<file path="config.mk">
export PLATFORM = sky130hd
export DESIGN_NAME = sram_rd_sequencer
export DESIGN_NICKNAME = d
export VERILOG_FILES = /design/src/rtl/sram_rd_sequencer_pkg.sv /design/src/rtl/sram_rd_sequencer_outstanding.sv /design/src/rtl/sram_rd_sequencer.sv
export SDC_FILE = /design/constraint.sdc
export NUM_CORES = 1
export LEC_CHECK = 0
export ABC_CLOCK_PERIOD_IN_PS = 3000
export CAP_MARGIN = 15
export CORE_MARGIN = 4
export CORE_UTILIZATION = 45
export CTS_CLUSTER_DIAMETER = 100
export CTS_CLUSTER_SIZE = 28
export DETAILED_ROUTE_END_ITERATION = 6
export GPL_TIMING_DRIVEN = 0
export PLACE_DENSITY = 0.72
export SYNTH_ARGS = -nofsm -noshare
export SYNTH_HDL_FRONTEND = slang
export SYNTH_SLANG_ARGS = --single-unit
</file>
<file path="constraint.sdc">
create_clock -name clk -period 3 [get_ports clk]
set_input_delay 0.3 -clock clk [delete_from_list [all_inputs] [get_ports clk]]
set_output_delay 0.3 -clock clk [all_outputs]
set_load 0.02 [all_outputs]
</file>
<file path="src/rtl/sram_rd_sequencer_pkg.sv">
// Shared global-buffer definitions: default widths, sequencer state encoding
// and the start-time configuration record.
package sram_rd_sequencer_pkg;

  localparam int GB_ID_W   = 4;
  localparam int GB_DATA_W = 8;
  localparam int GB_CYC_W  = 8;
  localparam int GB_ADDR_W = 10;
  localparam int GB_OUT_W  = 4;

  typedef enum logic [1:0] {
    ST_IDLE,
    ST_RUN,
    ST_DRAIN
  } gb_state_e;

  typedef struct packed {
    logic [GB_ID_W:0]     bank_num;
    logic [GB_ID_W-1:0]   start_bank;
    logic [GB_DATA_W-1:0] data_num;
    logic [GB_CYC_W-1:0]  cyc_num;
    logic [GB_ADDR_W-1:0] base_addr;
  } gb_cfg_t;

endpackage

</file>
<file path="src/rtl/sram_rd_sequencer_outstanding.sv">
// Up/down counter of SRAM reads in flight, with full/empty flags.
// A decrement while empty is dropped so stray responses cannot underflow.
module gb_outstanding_cnt #(
  parameter int OUT_W = 4
) (
  input  logic             clk,
  input  logic             rst,
  input  logic             clr,
  input  logic             inc,
  input  logic             dec,
  output logic [OUT_W-1:0] cnt,
  output logic             full,
  output logic             empty
);

  logic inc_ok;
  logic dec_ok;

  assign empty  = (cnt == '0);
  assign full   = (cnt == '1);
  assign inc_ok = inc & ~full;
  assign dec_ok = dec & ~empty;

  always_ff @(posedge clk) begin
    if (rst || clr) begin
      cnt <= '0;
    end else if (inc_ok && !dec_ok) begin
      cnt <= cnt + OUT_W'(1);
    end else if (dec_ok && !inc_ok) begin
      cnt <= cnt - OUT_W'(1);
    end
  end

endmodule

</file>
<file path="src/rtl/sram_rd_sequencer.sv">
// Read-ID/address sequencer: walks a block round-robin across GB banks for
// cfg_cyc_num passes, with rewind, backpressure and outstanding-read drain.
module sram_rd_sequencer
  import sram_rd_sequencer_pkg::*;
#(
  parameter int ID_W   = GB_ID_W,
  parameter int DATA_W = GB_DATA_W,
  parameter int CYC_W  = GB_CYC_W,
  parameter int ADDR_W = GB_ADDR_W,
  parameter int OUT_W  = GB_OUT_W
) (
  input  logic              clk,
  input  logic              rst,
  input  logic              start,
  input  logic              abort,
  input  logic [ID_W:0]     cfg_bank_num,
  input  logic [ID_W-1:0]   cfg_start_bank,
  input  logic [DATA_W-1:0] cfg_data_num,
  input  logic [CYC_W-1:0]  cfg_cyc_num,
  input  logic [ADDR_W-1:0] cfg_base_addr,
  input  logic              pull_back,
  output logic              rd_valid,
  input  logic              rd_ready,
  output logic [ID_W-1:0]   rd_id,
  output logic [ADDR_W-1:0] rd_addr,
  output logic              rd_last,
  output logic [CYC_W-1:0]  rd_cyc,
  input  logic              rsp_valid,
  output logic              busy,
  output logic              done,
  output logic              err_cfg,
  output logic [CYC_W-1:0]  pb_cnt
);

  typedef struct packed {
    logic [ID_W:0]     bank_num;
    logic [ID_W-1:0]   start_bank;
    logic [DATA_W-1:0] data_num;
    logic [CYC_W-1:0]  cyc_num;
    logic [ADDR_W-1:0] base_addr;
  } cfg_t;

  localparam logic [ID_W:0] MAX_BANKS = {1'b1, {ID_W{1'b0}}};

  gb_state_e         state;
  cfg_t              cfg;
  logic [ID_W-1:0]   bank;
  logic [ADDR_W-1:0] row;
  logic [DATA_W-1:0] item;
  logic [CYC_W-1:0]  cyc;

  logic [OUT_W-1:0]  out_cnt;
  logic              out_full;
  logic              out_empty;

  logic fire;
  logic item_last;
  logic cyc_last;
  logic bank_wrap;
  logic cfg_bad;
  logic drain_done;

  assign rd_valid  = (state == ST_RUN) & ~out_full & ~pull_back;
  assign fire      = rd_valid & rd_ready;
  assign item_last = (item == cfg.data_num - DATA_W'(1));
  assign cyc_last  = (cyc == cfg.cyc_num - CYC_W'(1));
  assign bank_wrap = ({1'b0, bank} == cfg.bank_num - (ID_W+1)'(1));

  assign rd_id   = bank;
  assign rd_addr = cfg.base_addr + row;
  assign rd_last = (state == ST_RUN) & item_last;
  assign rd_cyc  = cyc;
  assign busy    = (state != ST_IDLE);

  assign cfg_bad = (cfg_bank_num == '0) || (cfg_bank_num > MAX_BANKS) ||
                   ({1'b0, cfg_start_bank} >= cfg_bank_num) ||
                   (cfg_data_num == '0) || (cfg_cyc_num == '0);

  // Look one response ahead so done lands in the cycle after the final response.
  assign drain_done = out_empty | ((out_cnt == OUT_W'(1)) & rsp_valid);

  gb_outstanding_cnt #(
    .OUT_W(OUT_W)
  ) u_out_cnt (
    .clk  (clk),
    .rst  (rst),
    .clr  (abort),
    .inc  (fire & ~abort),
    .dec  (rsp_valid),
    .cnt  (out_cnt),
    .full (out_full),
    .empty(out_empty)
  );

  always_ff @(posedge clk) begin
    if (rst) begin
      state   <= ST_IDLE;
      cfg     <= '0;
      bank    <= '0;
      row     <= '0;
      item    <= '0;
      cyc     <= '0;
      pb_cnt  <= '0;
      done    <= 1'b0;
      err_cfg <= 1'b0;
    end else begin
      done    <= 1'b0;
      err_cfg <= 1'b0;
      if (abort) begin
        state  <= ST_IDLE;
        bank   <= '0;
        row    <= '0;
        item   <= '0;
        cyc    <= '0;
        pb_cnt <= '0;
      end else begin
        case (state)
          ST_IDLE: begin
            if (start) begin
              if (cfg_bad) begin
                err_cfg <= 1'b1;
              end else begin
                cfg    <= '{bank_num:   cfg_bank_num,
                            start_bank: cfg_start_bank,
                            data_num:   cfg_data_num,
                            cyc_num:    cfg_cyc_num,
                            base_addr:  cfg_base_addr};
                bank   <= cfg_start_bank;
                row    <= '0;
                item   <= '0;
                cyc    <= '0;
                pb_cnt <= '0;
                state  <= ST_RUN;
              end
            end
          end
          ST_RUN: begin
            if (pull_back) begin
              bank <= cfg.start_bank;
              row  <= '0;
              item <= '0;
              if (pb_cnt != '1) pb_cnt <= pb_cnt + CYC_W'(1);
            end else if (fire) begin
              if (item_last) begin
                if (cyc_last) begin
                  state <= ST_DRAIN;
                end else begin
                  cyc  <= cyc + CYC_W'(1);
                  bank <= cfg.start_bank;
                  row  <= '0;
                  item <= '0;
                end
              end else begin
                item <= item + DATA_W'(1);
                if (bank_wrap) begin
                  bank <= '0;
                  row  <= row + ADDR_W'(1);
                end else begin
                  bank <= bank + ID_W'(1);
                end
              end
            end
          end
          ST_DRAIN: begin
            if (drain_done) begin
              done  <= 1'b1;
              state <= ST_IDLE;
            end
          end
          default: state <= ST_IDLE;
        endcase
      end
    end
  end

endmodule

</file>
==> results of run 1 <==
-- cell type report --
cell class | instances | area [um2]
fillers | 930 | 4204
multi-input cells | 432 | 3010
flip-flops and latches | 81 | 1630
repair buffers | 86 | 824.5
well taps | 136 | 170.2
clock buffers | 9 | 123.9
plain buffers | 24 | 113.9
inverters | 25 | 93.84
clock inverters | 6 | 60.06
-- synthesized netlist by cell type, types with 2 or more instances --
cell and instances:
dfxtp_1 81, nor2_1 74, mux2i_1 38, a21oi_1 31, nand2_1 31, o21ai_0 31
xnor2_1 30, nand3_1 27, ha_1 25, inv_1 25, clkbuf_1 21, xor2_1 15
or3_1 12, nor4_1 11, a31oi_1 10, nor3_1 9, or4_1 7, a21o_1 6
and3_1 6, nand4_1 6, o31ai_1 6, nand2b_1 5, a311oi_1 4, o211ai_1 4
nor3b_1 3, nor4b_1 3, or2_2 3, a211oi_1 2, a31o_2 2, a31oi_2 2
and2_1 2, nand3b_1 2, nor2b_1 2, o2111ai_1 2, o221a_2 2
-- sequential cells by signal, summed over array words and instances (netlist names) --
register	cells
row	10
done	1
state	2
err_cfg	1
pb_cnt	8
rd_id	4
item	8
cfg	35
u_out_cnt.cnt	4
rd_cyc	8
-- per-layer routing --
metal / part of all wire / wire [um] / global-route usage / vias to the layer above
met4: 0.027 / 319 / 0.09059 / 0
met1: 0.44 / 5294 / 0.2584 / 2129
li1: - / - / - / 2222
met3: 0.049 / 594 / 0.02796 / 28
met2: 0.48 / 5814 / 0.3453 / 123
met5: 0 / 0 / 0 / -
-- cell families after synthesis --
kind of cell | Yosys count | share of synthesized area
AO/OA/AOI/OAI | 113 | 0.1544
flip-flops | 81 | 0.3450
multiplexers | 39 | 0.08331
adder cells (fa/ha/maj) | 26 | 0.07080
buffers and inverters | 49 | 0.04126
AND/OR/NAND/NOR | 209 | 0.2215
XOR/XNOR | 45 | 0.08384
-- stage by stage --
step	TNS (ns)	hold slack (ns)
detailed placement	-53.38	0.4787
global placement	-50.51	0.4694
floorplan	0	0.4468
CTS	0	0.4055
global route	-0.1569	0.4371
finish	0	0.3974
-- cell usage in the layout, fill, tap and decap left out, drive strengths merged, types with 3 or more instances in the layout --
master / count
or4: 8
ha: 25
xor2: 15
or2: 4
nor4b: 3
nor3: 9
a311oi: 4
buf: 15
a21oi: 31
nand2b: 5
o211ai: 4
and3: 6
mux2i: 38
o21ai: 32
a31oi: 12
nand2: 31
nand3: 27
dfxtp: 81
xnor2: 30
nor3b: 3
inv: 25
a21o: 6
clkinv: 3
nand4: 6
clkdlybuf4s50: 71
or3: 12
o31ai: 6
nor2: 74
nor4: 11
clkbuf: 30
-- critical path: stages, from the launching register on --
cell	delay (ns)
dfxtp_4	0.37
or4_4	0.54
or4b_4	0.52
a21oi_4	0.19
o311a_4	0.27
a31oi_4	0.09
or2_1	0.27
buf_6	0.13
or4_4	0.41
a21oi_2	0.12
-- power groups by stage --
stage                     Clock (W)  Combinational (W)  Sequential, W
after floorplan                   0           0.000168        0.00113
after global placement            0           0.000283        0.00114
after detailed placement          0           0.000290        0.00114
after CTS                  0.000789           0.000298        0.00111
after global routing       0.000836           0.000338        0.00111
final                      0.000777           0.000309        0.00111
-- worst max path at each step --
stage / startpoint / end / slack [ns]
after floorplan: cfg[18]$_SDFFE_PP0P_ / row[9]$_SDFFE_PP0P_ / 0.11
after global placement: cfg_start_bank[0] / cfg[0]$_SDFFE_PP0P_ / -1.14
after detailed placement: cfg_start_bank[0] / cfg[3]$_SDFFE_PP0P_ / -1.18
after CTS: row[0]$_SDFFE_PP0P_ / rd_addr[8] / 0.002
after global routing: cfg[18]$_SDFFE_PP0P_ / rd_cyc[4]$_SDFFE_PP0P_ / -0.05
final: cfg[18]$_SDFFE_PP0P_ / rd_cyc[4]$_SDFFE_PP0P_ / 0.02
-- timing repair --
action,4_1_cts,5_1_grt
endpoints found under the setup margin,73,42
pin swaps,3,10
buffers inserted,5,4
cloned,0,1
resized for setup,29,35
==> key figures, run 1 <==
Hold path
  – Hold Path Class: in2reg
  – Min-delay src: rst
  – WHS Path Cells: 2
  – Hold EP: cfg[18]$_SDFFE_PP0P_

Worst setup path
  – Reg-to-reg setup timing slack: 0.02 ns
  – Crit-path max FO: 5
  – Crit path DAT: 3.28 ns
  – Critical Path End Type: register
  – R2R depth: 9
  – Crit path kind: reg2reg
  – Crit path launch type: register
  – Critical R2R Capture: rd_cyc[4]$_SDFFE_PP0P_
  – Worst reg2reg startpoint: cfg[18]$_SDFFE_PP0P_
  – Worst path required time: 3.30 ns

STA
  – Final Slew Violations: 0
  – Final hold vios: 0
  – Finish-stage setup viols: 0
  – Post-route clock period utilization: 0.9944
  – Crit path time final: 2.983 ns
  – Unrepaired setup endpoints after global routing: true
  – Fmax: 0.3352 GHz
  – Final Skew: 0.006058 ns
  – Slew HR: 0.6183
  – Measured slew at the worst slew-check pin: 0.5725 ns
  – Final setup margin: 0.01678 ns

Floorplan
  – Rows: 37
  – Overall die area: 12150 um2
  – Total core area: 10230 um2
  – Die height: 110.2 um
  – Die Span X: 110.2 um
  – I/O pin total: 77
  – Initial core utilization: 0.4595

Global route
  – GRT Overall Usage: 0.2040
  – Largest net degree at the start of global routing: 14
  – Grt total ovfl: 0
  – Initial antenna violation count: 0
  – First-pass GRT wire length: 19.68 mm
  – Vias in the first global route: 4253

Synth
  – Seq/Total Area, Yosys: 0.3450
  – Post-synth top flop: dfxtp_1
  – Number of flops mapped to enable cells by yosys: 0
  – Synthesis Warnings: 0
  – Cells after Synth: 562
  – Async set or reset register ratio after synthesis: 0
  – Top cell type by total area after synthesis: dfxtp_1
  – Number of distinct library cells after synthesis: 57
  – Post-synth top area share: 0.3450
  – Post-synthesis register bit count: 81
  – Syn nets: 630
  – Mapped cell area: 4701 um2
  – Largest cells by area after synthesis: dfxtp_1, mux2i_1, ha_1, nor2_1, xnor2_1
  – Mean post-synth cell area: 8.364 um2

CTS
  – Clk sink count: 81
  – Clk slew on worst S/H paths: 0.08 ns
  – Worst skew pair latency: 0.36 ns
  – CTS root buf: clkbuf_8
  – Hold buffer count at cts: 0
  – H-tree Lvls: 3
  – Clk buf depth: 2
  – CTS tree: yes
  – CTS Buf Count: 9

Pwr
  – Tot Pwr: 0.002197 W
  – Share of total power in sequential cells: 0.506
  – Clk pwr share: 0.354
  – Logic pwr share: 0.141
  – Worst vdd ir: 0.0001893 V
  – Cell area power density: 364.5 nW/um2
  – Internal power: 0.001617 W
  – Net Sw Frac: 0.2638
  – Sw power: 0.0005795 W
  – Leakage power: 2.209 nW

Run status
  – Status: finished clean

Route
  – Remaining DRCs: 0
  – Final ANT Viol Nets: 0
  – Vias per cell: 5.635
  – Initial drt markers: 245
  – Routed WL: 12.02 mm
  – Via count: 4502
  – DR pass1 iterations: 5
  – Routed WL per cell: 15.05 um

Finish
  – Total Nets Final: 727
  – Final non-filler cell total: 799
  – Antenna Cells: 0
  – Fraction of layout cells with a size suffix above 1: 0.1131
  – Design Area, Final: 6027 um2
  – Area Overhead vs Synth: 28.21%
  – Final core utilization: 0.5891

Place
  – DP Wirelength: 9.127 mm
  – Cell Area, Placed: 5633 um2
  – Placed Cells: 774
  – Placer Congestion: 0.8968
  – Port Buffers: 75
  – Setup Slack @ Placement: -1.183 ns

Flow run
  – Maxcap violations: 0
Power figures use the tool's default switching activity.
==> inputs of run 2 (changes only) <==
--- a/config.mk
+++ b/config.mk
@@ -6,8 +6,7 @@
 export NUM_CORES = 1
 export LEC_CHECK = 0
 export ABC_CLOCK_PERIOD_IN_PS = 3000
-export CAP_MARGIN = 15
-export CORE_MARGIN = 4
+export CAP_MARGIN = 10
 export CORE_UTILIZATION = 45
 export CTS_CLUSTER_DIAMETER = 100
 export CTS_CLUSTER_SIZE = 28
==> run 2 against run 1 <==
- count of clock-buffer cells in the layout increased by 1
- design area up 1.6%
- worst hold slack worse by 0.0018 ns
- critical path depth stayed put
- total power is 13% higher
- sequential cell count unchanged
- clock skew increased by 0.0044 ns
- core utilization grew 2.6 points
- final cell count unchanged
- maximum frequency rose by 1.8%
- highest routed layer unchanged
==> key figures, run 2 (synthesis gave the netlist of run 1 again) <==
Pwr
  – Cell area power density: 405.7 nW/um2
  – Internal power: 0.001887 W
  – Clk pwr share: 0.426
  – Sw power: 0.0005977 W
  – Leakage power: 2.260 nW
  – Net Sw Frac: 0.2405
  – Share of total power in sequential cells: 0.448
  – Logic pwr share: 0.127
  – Worst vdd ir: 0.0002467 V

STA
  – Slew HR: 0.6174
  – Post-route clock period utilization: 0.9767
  – Fin Setup TNS: 0 ns
  – Fmax: 0.3413 GHz
  – Final Slew Violations: 0
  – Measured slew at the worst slew-check pin: 0.5739 ns
  – Hold slack: 0.3957 ns
  – Final hold vios: 0
  – Final Skew: 0.01048 ns
  – Final setup margin: 0.06980 ns
  – Crit path time final: 2.930 ns
  – Unrepaired setup endpoints after global routing: true
  – Finish-stage setup viols: 0

Route
  – Via count: 4447
  – Routed WL: 12.11 mm
  – Final ANT Viol Nets: 0
  – Initial drt markers: 223
  – Vias per cell: 5.566
  – DR pass1 iterations: 4
  – Routed WL per cell: 15.15 um
  – Remaining DRCs: 0

Floorplan
  – Rows: 36
  – Total core area: 9955 um2
  – Initial core utilization: 0.4722
  – Overall die area: 10860 um2
  – Die height: 104.2 um
  – Die Span X: 104.2 um
  – I/O pin total: 77

CTS
  – CTS tree: yes
  – CTS root buf: clkbuf_8
  – Clk sink count: 81
  – Hold buffer count at cts: 0
  – Clk buf depth: 2
  – CTS Buf Count: 9
  – H-tree Lvls: 3
  – Clk slew on worst S/H paths: 0.09 ns
  – Worst skew pair latency: 0.36 ns

Place
  – Setup Slack @ Placement: -1.201 ns
  – Placer Congestion: 0.8850
  – Port Buffers: 75
  – DP Wirelength: 8.936 mm
  – Cell Area, Placed: 5623 um2

Worst setup path
  – CP Depth: 9
  – R2R depth: 9
  – CP max stage cell: or4_4
  – Worst path required time: 3.30 ns
  – Crit path max-delay family: simple AND/OR/NAND/NOR gates
  – Crit path kind: reg2reg
  – Crit path launch type: register
  – Crit path DAT: 3.23 ns
  – CP bufs+invs: 1
  – Critical Path End Type: register
  – Crit-path max FO: 5
  – CP peak stage delay: 0.57 ns
  – CP cell instances: or4_4 -> or4b_4 -> a21oi_4 -> o311a_4 -> a31oi_4 -> or2_1 -> buf_6 -> or4_4 -> a21oi_2
  – Most frequent CP cell: or4_4

Global route
  – Initial antenna violation count: 0
  – Vias in the first global route: 4355
  – GRT Overall Usage: 0.2248
  – First-pass GRT wire length: 19.99 mm
  – Largest net degree at the start of global routing: 15
  – Grt total ovfl: 0

Run status
  – Status: finished clean

Finish
  – Total Nets Final: 729
  – Max reg flops: 35
  – Most flops, register: cfg
  – Fraction of layout cells with a size suffix above 1: 0.1111
  – Biggest regs: cfg (35), row (10)
  – Most frequent cells in the layout: dfxtp_1, nor2_1, clkdlybuf4s50_1, mux2i_1
  – Area Overhead vs Synth: 30.32%
  – Design Area, Final: 6126 um2
  – # fillers: 861
  – Commonest non-fill, non-tap cell in the layout: dfxtp_1
  – Antenna Cells: 0

Hold path
  – WHS Path Cells: 2
  – Hold Path Class: in2reg

Flow run
  – Maxcap violations: 0
-- run 2: metrics by stage --
step             util  total power, W  cells
6_report       0.6154        0.002485    799
5_1_grt        0.6154        0.002573    799
4_1_cts        0.5992        0.002474    790
3_5_place_dp   0.5649        0.001426    771
3_3_place_gp   0.5644        0.001419    770
2_1_floorplan       -        0.001303    562
-- run 2: power groups by stage --
| stage | logic [W] | clock network, W | registers, W |
|---|---|---|---|
| floorplan | 0.000168 | 0 | 0.00113 |
| global placement | 0.000283 | 0 | 0.00114 |
| detailed placement | 0.000290 | 0 | 0.00114 |
| CTS | 0.000297 | 0.00107 | 0.00111 |
| global route | 0.000344 | 0.00111 | 0.00112 |
| finish | 0.000315 | 0.00106 | 0.00111 |
-- run 2: timing repair --
item,in CTS,in global routing
pin swaps,2,10
gates cloned,0,1
endpoints found under the setup margin,67,69
resized for setup,27,40
setup buffers,3,8
-- run 2: per-layer routing --
metal | wire length (um) | global-route usage
met1 | 5222 | 0.2685
met2 | 6139 | 0.3976
met3 | 517 | 0.03008
met4 | 227 | 0.1051
met5 | 0 | 0
-- run 2: final timing paths --
kind / start / to / slack, ns
setup / recovery: cfg[19]$_SDFFE_PP0P_ / rd_cyc[4]$_SDFFE_PP0P_ / 0.07
hold / removal: rst / cfg[17]$_SDFFE_PP0P_ / 0.40
setup reg to reg: cfg[19]$_SDFFE_PP0P_ / rd_cyc[4]$_SDFFE_PP0P_ / 0.07
hold reg to reg: cfg[29]$_SDFFE_PP0P_ / cfg[29]$_SDFFE_PP0P_ / 0.50
-- run 2: final cells by class --
class | count | area [um2] | area share
clock inverter | 6 | 138.9 | 0.02267
clock buffer | 10 | 127.6 | 0.02083
buffer | 24 | 118.9 | 0.01940
sequential | 81 | 1627 | 0.2655
inverter | 25 | 93.84 | 0.01532
multi-input combinational | 432 | 3024 | 0.4937
timing repair buffer | 88 | 829.5 | 0.1354
tap | 133 | 166.4 | 0.02717
-- run 2: worst register-to-register path, cell delays in order (launching register included) --
cell,delay [ns]
dfxtp_2,0.34
or4_4,0.57
or4b_4,0.52
a21oi_4,0.18
o311a_4,0.23
a31oi_4,0.08
or2_1,0.27
buf_6,0.14
or4_4,0.41
a21oi_2,0.12
==> inputs of run 3 (changes only) <==
--- a/config.mk
+++ b/config.mk
@@ -7,12 +7,12 @@
 export LEC_CHECK = 0
 export ABC_CLOCK_PERIOD_IN_PS = 3000
 export CAP_MARGIN = 10
-export CORE_UTILIZATION = 45
+export CORE_UTILIZATION = 49
 export CTS_CLUSTER_DIAMETER = 100
 export CTS_CLUSTER_SIZE = 28
 export DETAILED_ROUTE_END_ITERATION = 6
 export GPL_TIMING_DRIVEN = 0
-export PLACE_DENSITY = 0.72
+export PLACE_DENSITY = 0.77
 export SYNTH_ARGS = -nofsm -noshare
 export SYNTH_HDL_FRONTEND = slang
 export SYNTH_SLANG_ARGS = --single-unit
==> run 3 against run 2 <==
- the run now ends with setup timing left
- sequential share of layout area up 0.57 points
- largest power group unchanged
- count of clock-buffer cells in the layout stayed put
- clock power decreased by 19%
- setup slack worse by 0.10 ns
- worst hold slack improved by 0.0056 ns
- critical path type unchanged
==> key figures, run 3 (synthesis gave the netlist of run 1 again) <==
Global route
  – Grt met3 use: 0.04109
  – Initial antenna violation count: 0
  – GR Layer Usage met1: 0.3139
  – GRT Overall Usage: 0.2499
  – Vias in the first global route: 4323
  – Grt total ovfl: 0
  – First-pass GRT wire length: 19.91 mm
  – Grt peak-use layer: met2
  – Largest net degree at the start of global routing: 14
  – Met2 usage: 0.4292

STA
  – Crit path time final: 3.030 ns
  – Final Skew: 0.004000 ns
  – Final setup margin: -0.02971 ns
  – Final hold vios: 0
  – Slew HR: 0.5939
  – Measured slew at the worst slew-check pin: 0.5996 ns
  – Unrepaired setup endpoints after global routing: true
  – Finish-stage setup viols: 2
  – Fmax: 0.3301 GHz
  – Final Slew Violations: 0
  – Post-route clock period utilization: 1.010

Worst setup path
  – Crit path launch type: register
  – Worst path required time: 3.29 ns
  – Crit path kind: reg2reg
  – Crit-path max FO: 10
  – Crit path DAT: 3.32 ns
  – Critical Path End Type: register

Pwr
  – Cell area power density: 380.7 nW/um2
  – Internal power: 0.001708 W
  – Net Sw Frac: 0.2516
  – Worst vdd ir: 0.0002747 V
  – Clk pwr share: 0.377
  – Logic pwr share: 0.136
  – Tot Pwr: 0.002282 W
  – Sw power: 0.0005740 W
  – Share of total power in sequential cells: 0.487
  – Leakage power: 2.213 nW

CTS
  – Clk sink count: 81
  – Hold buffer count at cts: 0
  – Worst skew pair latency: 0.36 ns
  – CTS tree: yes
  – CTS root buf: clkbuf_8
  – CTS Buf Count: 9
  – Clk slew on worst S/H paths: 0.08 ns
  – H-tree Lvls: 3
  – Clk buf depth: 2

Finish
  – Commonest non-fill, non-tap cell in the layout: dfxtp_1
  – Biggest regs: cfg (35), row (10)
  – Max reg flops: 35
  – Total Nets Final: 725
  – Fraction of layout cells with a size suffix above 1: 0.09819
  – Final core utilization: 0.6456
  – Antenna Cells: 0
  – Design Area, Final: 5993 um2
  – Most flops, register: cfg
  – Final non-filler cell total: 791
  – Area Overhead vs Synth: 27.50%
  – Most frequent cells in the layout: dfxtp_1, nor2_1, clkdlybuf4s50_1, mux2i_1, nand2_1

Route
  – Initial drt markers: 332
  – Final ANT Viol Nets: 0
  – Via count: 4495
  – Remaining DRCs: 0
  – Vias per cell: 5.683
  – DR pass1 iterations: 5
  – Routed WL: 11.98 mm
  – Routed WL per cell: 15.14 um

Hold path
  – Hold Path Class: in2reg

Place
  – Cell Area, Placed: 5624 um2
  – Placer Congestion: 0.9063
  – DP Wirelength: 8.995 mm
  – Port Buffers: 75
  – Placed Cells: 767
  – Setup Slack @ Placement: -1.266 ns

Run status
  – Status: finished with violations
  – Failing checks: setup timing

Flow run
  – Maxcap violations: 0

Floorplan
  – Overall die area: 9989 um2
  – I/O pin total: 77
  – Rows: 35
  – Total core area: 9284 um2
  – Die Span X: 99.95 um
  – Initial core utilization: 0.5063
  – Die height: 99.95 um
run 3: per-layer routing:
layer,share of wire,vias up
li1,-,2213
met2,0.50,150
met5,0,-
met3,0.051,24
met1,0.43,2108
met4,0.018,0
run 3: worst paths after layout:
kind | from | endpoint | slack (ns) | cells after the start
setup / recovery | cfg[18]$_SDFFE_PP0P_ | rd_cyc[4]$_SDFFE_PP0P_ | -0.03 | 9
hold / removal | rst | cfg[9]$_SDFFE_PP0P_ | 0.40 | 2
setup reg to reg | cfg[18]$_SDFFE_PP0P_ | rd_cyc[4]$_SDFFE_PP0P_ | -0.03 | 9
hold reg to reg | cfg[29]$_SDFFE_PP0P_ | cfg[29]$_SDFFE_PP0P_ | 0.50 | 2
run 3: critical path: stages, from the launching register on:
cell and delay (ns):
dfxtp_2 0.35, or4_4 0.58, or4b_4 0.53, a21oi_2 0.19, o311a_4 0.25, a31oi_2 0.13
or2_1 0.25, buf_6 0.14, or4_1 0.40, a21oi_1 0.15
run 3: power by group through the flow:
stage | logic (W) | clock network, W | registers [W]
after global placement | 0.000281 | 0 | 0.00114
after global routing | 0.000338 | 0.000933 | 0.00111
final | 0.000311 | 0.000859 | 0.00111
after floorplan | 0.000168 | 0 | 0.00113
after detailed placement | 0.000289 | 0 | 0.00114
after CTS | 0.000295 | 0.000876 | 0.00111
run 3: through the flow:
step           TNS [ns]  hold WS, ns
6_report       -0.05841       0.4013
5_1_grt         -0.6514       0.4221
4_1_cts        -0.05320       0.3952
3_5_place_dp     -57.20       0.4832
3_3_place_gp     -51.24       0.4694
2_1_floorplan         0       0.4468
run 3: cell type report:
| class | count | area (um2) |
|---|---|---|
| Inverter | 25 | 93.84 |
| Sequential cell | 81 | 1625 |
| Tap cell | 129 | 161.4 |
| Clock buffer | 10 | 127.6 |
| Buffer | 24 | 116.4 |
| Multi-Input combinational cell | 432 | 2965 |
| Timing Repair Buffer | 84 | 820.8 |
| Clock inverter | 6 | 82.58 |
| Fill cell | 782 | 3291 |
run 3: what timing repair did:
item,CTS,global route
pin swaps,1,5
resized for setup,28,25
endpoints found under the setup margin,73,64
buffers inserted,2,6
endpoints found under the hold margin,0,0
